--- src/rtl/bist_pkg.sv ---
// Shared types and helpers for the logic-BIST wrapper.
package bist_pkg;

  localparam int unsigned WIDTH = 8;
  localparam logic [WIDTH-1:0] TAP_MASK = 8'hB8;

  typedef enum logic [1:0] {
    IDLE = 2'd0,
    RUN  = 2'd1,
    DONE = 2'd2
  } bist_state_e;

  // Feedback bit of x^8+x^6+x^5+x^4+1, shared by LFSR and MISR
  function automatic logic fb(input logic [WIDTH-1:0] x);
    return ^(x & TAP_MASK);
  endfunction

endpackage

--- src/rtl/bist_if.sv ---
// Tester-facing BIST handshake: start request, end and pass status.
interface bist_if;
  logic bist_start;
  logic bist_end;
  logic pass_nfail;

  modport master (output bist_start, input bist_end, input pass_nfail);
  modport slave  (input bist_start, output bist_end, output pass_nfail);
endinterface

--- src/rtl/bist_cut.sv ---
// Combinational circuit-under-test; BIST_FAULT_INJECT_EN forces output bit 0 stuck-at-0.
module bist_cut
  import bist_pkg::*;
(
  input  logic [WIDTH-1:0] in_i,
  output logic [WIDTH-1:0] out_o
);

  logic [WIDTH-1:0] good;

  assign good[3:0] = 4'(in_i[3:0] + in_i[7:4]);
  assign good[7:4] = in_i[7:4] ^ ~in_i[3:0];

`ifdef BIST_FAULT_INJECT_EN
  assign out_o = {good[WIDTH-1:1], 1'b0};
`else
  assign out_o = good;
`endif

endmodule

--- src/rtl/bist_top.sv ---
// Logic-BIST wrapper: LFSR patterns drive the CUT, a MISR compacts responses,
// and the controller compares the final signature against GOLDEN_SIG.
module bist_top
  import bist_pkg::*;
#(
  parameter int unsigned      N_PATTERNS = 6,
  parameter logic [WIDTH-1:0] LFSR_SEED  = 8'h01,
  parameter logic [WIDTH-1:0] GOLDEN_SIG = 8'h4A
) (
  input  logic  clk,
  input  logic  reset,
  bist_if.slave bus
);

  localparam logic [7:0] LAST_CNT = 8'(N_PATTERNS - 1);

  bist_state_e      state_q, state_d;
  logic             start_q;
  logic [WIDTH-1:0] lfsr_q, lfsr_d;
  logic [WIDTH-1:0] misr_q, misr_d;
  logic [7:0]       cnt_q, cnt_d;
  logic             pass_q, pass_d;
  logic [WIDTH-1:0] cut_out;
  logic             start_pulse;

  assign start_pulse = bus.bist_start & ~start_q;

  bist_cut u_cut (
    .in_i  (lfsr_q),
    .out_o (cut_out)
  );

  always_ff @(posedge clk or posedge reset) begin
    if (reset) begin
      state_q <= IDLE;
      start_q <= 1'b0;
      lfsr_q  <= LFSR_SEED;
      misr_q  <= '0;
      cnt_q   <= '0;
      pass_q  <= 1'b0;
    end else begin
      state_q <= state_d;
      start_q <= bus.bist_start;
      lfsr_q  <= lfsr_d;
      misr_q  <= misr_d;
      cnt_q   <= cnt_d;
      pass_q  <= pass_d;
    end
  end

  // Next-state and datapath update; DONE restarts exactly like IDLE
  always_comb begin
    state_d = state_q;
    lfsr_d  = lfsr_q;
    misr_d  = misr_q;
    cnt_d   = cnt_q;
    pass_d  = pass_q;
    unique case (state_q)
      IDLE, DONE: begin
        if (start_pulse) begin
          state_d = RUN;
          lfsr_d  = LFSR_SEED;
          misr_d  = '0;
          cnt_d   = '0;
          pass_d  = 1'b0;
        end
      end
      RUN: begin
        misr_d = {misr_q[WIDTH-2:0], fb(misr_q)} ^ cut_out;
        lfsr_d = {lfsr_q[WIDTH-2:0], fb(lfsr_q)};
        cnt_d  = 8'(cnt_q + 8'd1);
        if (cnt_q == LAST_CNT) begin
          state_d = DONE;
          pass_d  = (misr_d == GOLDEN_SIG);
        end
      end
      default: state_d = IDLE;
    endcase
  end

  assign bus.bist_end   = (state_q == DONE);
  assign bus.pass_nfail = pass_q & (state_q == DONE);

endmodule

--- src/flat_wrapper.sv ---
// flat-port wrapper written by rule: the top's interface ports become plain ports
module bist_top_flat import bist_pkg::*;
#(
  parameter int unsigned      N_PATTERNS = 6,
  parameter logic [WIDTH-1:0] LFSR_SEED  = 8'h01,
  parameter logic [WIDTH-1:0] GOLDEN_SIG = 8'h4A
)
  (clk, reset, bus_bist_start, bus_bist_end, bus_pass_nfail);
  bist_if bus_i ();
  input  logic clk;
  input  logic reset;
  input wire logic [$bits(bus_i.bist_start)-1:0] bus_bist_start;
  output wire logic [$bits(bus_i.bist_end)-1:0] bus_bist_end;
  output wire logic [$bits(bus_i.pass_nfail)-1:0] bus_pass_nfail;
  assign bus_i.bist_start = bus_bist_start;
  assign bus_bist_end = bus_i.bist_end;
  assign bus_pass_nfail = bus_i.pass_nfail;
  bist_top #(.N_PATTERNS(N_PATTERNS), .LFSR_SEED(LFSR_SEED), .GOLDEN_SIG(GOLDEN_SIG)) u_core (.clk(clk), .reset(reset), .bus(bus_i));
endmodule
--- config.mk ---
export PLATFORM = sky130hd
export DESIGN_NAME = bist_top_flat
export DESIGN_NICKNAME = d
export VERILOG_FILES = /design/src/rtl/bist_pkg.sv /design/src/rtl/bist_if.sv /design/src/rtl/bist_cut.sv /design/src/rtl/bist_top.sv /design/src/flat_wrapper.sv
export SDC_FILE = /design/constraint.sdc
export NUM_CORES = 1
export LEC_CHECK = 0
export CORE_MARGIN = 8
export CORE_UTILIZATION = 30
export DETAILED_ROUTE_END_ITERATION = 7
export DONT_BUFFER_PORTS = 1
export PLACE_DENSITY = 0.5
export SETUP_SLACK_MARGIN = 0.2
export SLEW_MARGIN = 20
export SYNTH_ARGS = -nofsm -noshare
export SYNTH_HDL_FRONTEND = slang
export SYNTH_HIERARCHICAL = 1
export SYNTH_SLANG_ARGS = --single-unit
--- constraint.sdc ---
create_clock -name clk -period 4.54 [get_ports clk]
set_input_delay 0.681 -clock clk [delete_from_list [all_inputs] [get_ports clk]]
set_output_delay 0.681 -clock clk [all_outputs]
set_load 0.02 [all_outputs]
==> impl_results.md, run 1 <==
- Worst Reg-to-Reg Cells: 8
- Max_cap viols: 0
- Antenna cells: 0
- Met1 global-route usage: slightly above 10%
- Post-synth top area share: ~46%
- Worst Hold Class: in -> async
- CORE AREA: 4750 um2
- CP Class: reg -> out
- Clock buffer depth: 2
- Final hold viol count: 0
- Sequential area share after synthesis: roughly 47%
- Post-synth EDFFs: 0
- Initial antenna violation count: 0
- Vias post-DR: 1066
- Die W: around 86 um
- Element type at the critical path end: output port
- Share of cells above drive strength 1: 5.81%
- Min Tclk post-route: 2.16 ns
- Fin area: 1590 um2
- Die area: about 7400 um2
- Post-Syn Nets: ~170
- Remaining DRCs: 0
- Final setup TNS: 0 ns
- Largest net degree at the start of global routing: 29
- Die H: 86.2 um
- Most common cell after layout, fill and taps aside: nand2_1
- DP HPWL: between 1.5 and 2 mm
- Asr flop ratio synth: 100%
- Starting Density: a little over 30%
- # hold bufs at CTS: 0
- Post-CTS setup buffer count: 0
- Final net count: roughly 170
- I/O Buffers: 0
- GR peak layer: met2
- Worst-skew pair later-pin latency: around 0.27 ns
- Total CTS buffers: 3
- H-tree levels: 1
- #FFs+latches synth: 28
- Met2 usage: 13.9%
- Worst slew pin tran: about 0.95 ns
- Io pins: 5
- Fillcell total: around 520
- Drt initial violations: 80
- Dominant synthesized flop cell: dfrtp_1
- P per Cell Area: 767 nW/um2
- FMAX: approximately 0.46 GHz
- Gr ovfl total: 0
- CP arrival: about 1.5 ns
- Relative slew slack: 36.8%
- Flop2flop setup slack: 2.53 ns
- Post-CTS Resized: 0
- Status: completed
- Post-Syn Area: roughly 1500 um2
- WHS: about 0.34 ns
- Crit Path Max Fanout: 5
- Max rail drop VDD: approximately 0.17 mV
- Dpl cell area: 1540 um2
- Pleak: just under 0.7 nW
- Area delta synth->final: 7.36%
- Drt total wl: about 2.7 mm
- Reg2reg start: u_core/lfsr_q[5]
- Site row count: 25
- Distinct cells, synth: 31
- Setup crit start kind: flop
- RSZ-0062 raised after global routing: no
- Clock transition at the registers of the reported paths: approximately 0.09 ns
- Area leader, netlist: dfrtp_1
- Root Buffer: clkbuf_8
- CTS tree: built
- Crit share post-route: a little under half
- Setup ws final: ~2.4 ns
- Slew Limit Fails: 0
- Area contributors post-synth: dfrtp_1, nand2_1, o21ai_1, xnor2_1, xor2_1
- Mean area per synthesized cell: 9.42 um2
- Final GP Congestion: ~0.76
- DR WL/cell: ~12 um
- WP data required: between 3 and 4 ns
- Synth warnings: 6
- Clk sinks: 28
- Post-place setup slack: between 2 and 2.5 ns
- Clk_skew: 0.00199 ns
- DRT Pass-1 Iters: 4
- GR met3 Demand/Resource: 1.70%
- Commonest non-fill, non-tap cells in the layout: nand2_1, dfrtp_1, o21ai_1
- FF-to-FF End: u_core/pass_q
- GRT Overall Usage: 8.41%
- First-pass GRT wire length: 5.11 mm
- Vias in the first global route: ~1100
- Mapped Cells: ~160
- Routed Antenna Nets: 0
- # setup viols final: 0
- Vias/cell: roughly 4.8
==> worst max path at each step <==
stage          slack [ns]  cells past startpoint               from         endpoint
6_report             2.38                      2  u_core/state_q[0]   bus_pass_nfail
5_1_grt              2.29                      2  u_core/state_q[0]   bus_pass_nfail
4_1_cts              2.37                      2  u_core/state_q[0]   bus_pass_nfail
3_5_place_dp         2.41                      4     bus_bist_start  u_core/cnt_q[5]
3_3_place_gp         2.41                      4     bus_bist_start  u_core/cnt_q[5]
2_1_floorplan        2.72                      7   u_core/lfsr_q[4]    u_core/pass_q
==> report_power, final <==
part           switching, W  leakage [nW]  internal, W
Clock             0.0000755        0.0228    0.0000629
Combinational      0.000356         0.320     0.000268
Sequential        0.0000997         0.353     0.000357
Total              0.000531         0.696     0.000687
==> sequential cells by signal (all words and copies together), names as in the netlist <==
register and count:
u_core/cnt_q 8, u_core/lfsr_q 8, u_core/misr_q 8, u_core/pass_q 1
u_core/start_q 1, u_core/state_q 2
==> cell usage after synthesis, drive strengths merged (2+ instances only) <==
cell type	n
dfrtp	27
a21o	2
nand2b	2
nor2b	2
ha	5
nand4	2
and3	4
inv	5
o21ai	25
buf	7
nand2	33
a21oi	2
xor2	9
nor2	5
xnor2	10
nand3	4
==> cell families (layout without fill, tap and decap cells) <==
group,count (synthesis),after routing,share of synthesized area (%)
compound gates,33,33,12.5
xor+xnor,19,19,11.3
fa+ha+maj,6,6,5.58
buf+inv,12,10,3.55
flops,28,28,47.5
mux,1,1,0.677
simple gates,58,58,19.0
==> stage by stage <==
| stage | utilization (%) | instances | power (W) |
|---|---|---|---|
| final | 33.4 | 222 | 0.00122 |
| after global routing | 33.4 | 222 | 0.00135 |
| after CTS | 33.3 | 222 | 0.00123 |
| after global placement | 32.3 | 218 | 0.00108 |
| after detailed placement | 32.3 | 218 | 0.00109 |
| after floorplan | - | 157 | 0.000965 |
==> final cells by class <==
type	instances	area (um2)	share of cell area [%]
multi-input cells	117	731	46.0
inverters	5	18.8	1.18
flip-flops and latches	28	702	44.2
repair buffers	1	7.51	0.473
clock buffers	4	45.0	2.84
well taps	67	83.8	5.28
==> worst max-delay path, cell delays in order, from the launching register on <==
cell     delay [ns]
dfrtp_1        0.44
nor2b_1        0.44
and2_1         0.32
==> routing by layer <==
layer / vias to the layer above / part of all wire [%]
li1: 524 / -
met1: 526 / 47
met2: 12 / 48
met3: 4 / 2.7
met4: 0 / 1.5
met5: - / 0
(Power assumes the default switching activity.)
==> run 2, diff against run 1 <==
==> constraint.sdc (replaced) <==
create_clock -name clk -period 2.25 [get_ports clk]
set_input_delay 0.3375 -clock clk [delete_from_list [all_inputs] [get_ports clk]]
set_output_delay 0.3375 -clock clk [all_outputs]
set_load 0.02 [all_outputs]
==> run 2 against run 1 <==
Effect of this change:
- via count fell by 3.1%
- global-route usage decreased by 0.50 points
- worst setup slack got worse by 2.1 ns
- sequential cell count did not move
- critical path depth is 5 higher
==> impl_results.md, run 2 (synthesis gave the netlist of run 1 again) <==
- Final GP Congestion: 0.754 (-1.0%)
- Share of cells above drive strength 1: 10.1% (+4.3 points)
- WP data required: 2.43 ns (-1.43 ns)
- Crit path cell chain: ha_1, fa_1, xor2_1, xor2_1, nor4_2, nand4_1, o31ai_2
- Starting Density: 31.1% (unchanged)
- Crit-path leading delay family: adder cells
- Gr ovfl total: 0 (unchanged)
- Combinational share of power: 51.5% (+0.3 points)
- Final setup TNS: 0 ns (unchanged)
- Status: completed
- Element type at the critical path end: flop
- Dpl cell area: 1570 um2 (+2.0%)
- Final net count: 169 (+2.4%)
- Fin area: 1630 um2 (+2.7%)
- GRT Overall Usage: 7.91% (-0.50 points)
- Clk pwr share: 12.1% (+0.7 points)
- Post-CTS setup buffer count: 0 (unchanged)
- CORE AREA: 4750 um2 (unchanged)
- Crit share post-route: ~86%
- Worst slew pin tran: 0.624 ns (-0.324 ns)
- # setup viols final: 0 (unchanged)
- Total CTS buffers: 3 (unchanged)
- Vias/cell: 4.57 (-4.8%)
- Commonest non-fill, non-tap cells in the layout: nand2_1, dfrtp_1, o21ai_1
- CP arrival: 2.13 ns (+0.65 ns)
- Clk sinks: 28 (unchanged)
- Max rail drop VDD: 0.610 mV (+250%)
- Sw Pwr: 0.00108 W (+100%)
- Drt total wl: 2.72 mm (+0.67%)
- Area delta synth->final: 10.2%
- Seq pwr share: 36.4% (-1.1 points)
- CTS tree: built
- Die area: 7430 um2 (unchanged)
- Slowest stage delay, CP: 0.43 ns (about the same)
- Die H: 86.2 um (unchanged)
- Crit Path Max Fanout: 4 (-1)
- Slew Limit Fails: 0 (unchanged)
- Die W: 86.2 um (unchanged)
- Pleak: 0.718 nW (+3.1%)
- H-tree levels: 1 (unchanged)
- Sw Share: 43.0% (-0.64 points)
- I/O Buffers: 0 (unchanged)
- Max_cap viols: 0 (unchanged)
- Drt initial violations: 48 (-40%)
- Clock buffer depth: 2 (unchanged)
- Relative slew slack: 58.2% (+21 points)
- Vias post-DR: 1033 (-3.1%)
- Routed Antenna Nets: 0 (unchanged)
- DR WL/cell: 12.0 um (-1.1%)
- RSZ-0062 raised after global routing: no
- Worst Hold Class: in -> async
- Min Tclk post-route: 1.94 ns
- Io pins: 5 (unchanged)
- P per Cell Area: 1550 nW/um2 (+100%)
- Vias in the first global route: 1029 (-7.7%)
- Clk_skew: 0.00399 ns (+0.00200 ns)
- First-pass GRT wire length: 4.76 mm (-6.8%)
- Final hold viol count: 0 (unchanged)
- Internal cell power: 0.00144 W (+110%)
- Setup crit start kind: flop
- Fillcell total: 514 (-1.5%)
- DP HPWL: 1.98 mm (+0.77%)
- FMAX: about 0.52 GHz
- Biggest regs: u_core/cnt_q (8), u_core/lfsr_q (8), u_core/misr_q (8)
- CP bufs+invs: 0 (unchanged)
- Largest net degree at the start of global routing: 29 (unchanged)
- Root Buffer: clkbuf_8
- Most used cell, CP: xor2_1
- Remaining DRCs: 0 (unchanged)
- Antenna cells: 0 (unchanged)
- Clock transition at the registers of the reported paths: 0.09 ns (about the same)
- Most common cell after layout, fill and taps aside: nand2_1
- DRT Pass-1 Iters: 4 (unchanged)
- Worst-skew pair later-pin latency: 0.27 ns (about the same)
- Site row count: 25 (unchanged)
- CP Class: reg -> reg
- Initial antenna violation count: 0 (unchanged)
- CP max stage cell: dfrtp_1
- # hold bufs at CTS: 0 (unchanged)
## run 2: power groups by stage
stage	logic [W]	clock network, W	registers [W]
2_1_floorplan	0.00107	0	0.000879
3_3_place_gp	0.00128	0	0.000922
3_5_place_dp	0.00129	0	0.000926
4_1_cts	0.00129	0.000326	0.000916
5_1_grt	0.00145	0.000346	0.000952
6_report	0.00130	0.000306	0.000917
## run 2: layout make-up
| cell class | count | area [um2] | share of cell area, % |
|---|---|---|---|
| Sequential cell | 28 | 704 | 43.2 |
| Clock buffer | 4 | 55.1 | 3.38 |
| Multi-Input combinational cell | 117 | 731 | 44.8 |
| Inverter | 5 | 18.8 | 1.15 |
| Tap cell | 67 | 83.8 | 5.14 |
| Timing Repair Buffer | 5 | 37.5 | 2.30 |
## run 2: final timing paths
kind                                  start               end  slack, ns  cells past startpoint
min reg2reg                 u_core/cnt_q[7]   u_core/cnt_q[7]       0.51                      1
min                                   reset  u_core/misr_q[7]       0.01                      2
max reg2reg                u_core/lfsr_q[4]     u_core/pass_q       0.31                      7
max in group asynchronous             reset  u_core/lfsr_q[0]       1.93                      2
max                        u_core/lfsr_q[4]     u_core/pass_q       0.31                      7
min in group clk             bus_bist_start    u_core/start_q       0.09                      0
## run 2: what timing repair did
item,CTS,global route
gates resized for setup,0,3
setup endpoints to repair,0,1
endpoints found under the hold margin,0,0
## run 2: per-layer routing
| layer | GRT usage (%) | vias to the layer above | routed length (um) |
|---|---|---|---|
| met1 | 10.1 | 495 | 1390 |
| met4 | 2.35 | 0 | 21 |
| li1 | - | 530 | - |
| met3 | 2.55 | 2 | 99 |
| met5 | 0 | - | 0 |
| met2 | 12.5 | 6 | 1200 |
## run 2: stage by stage
step	power (W)	setup slack (ns)	util [%]	instances	hold slack, ns
CTS	0.00254	0.266	34.1	226	0.0155
global placement	0.00220	0.343	32.9	222	0.322
detailed placement	0.00222	0.281	32.9	222	0.324
global route	0.00275	0.202	34.3	226	0.0320
finish	0.00252	0.309	34.3	226	0.0124
floorplan	0.00195	0.429	-	157	0.369
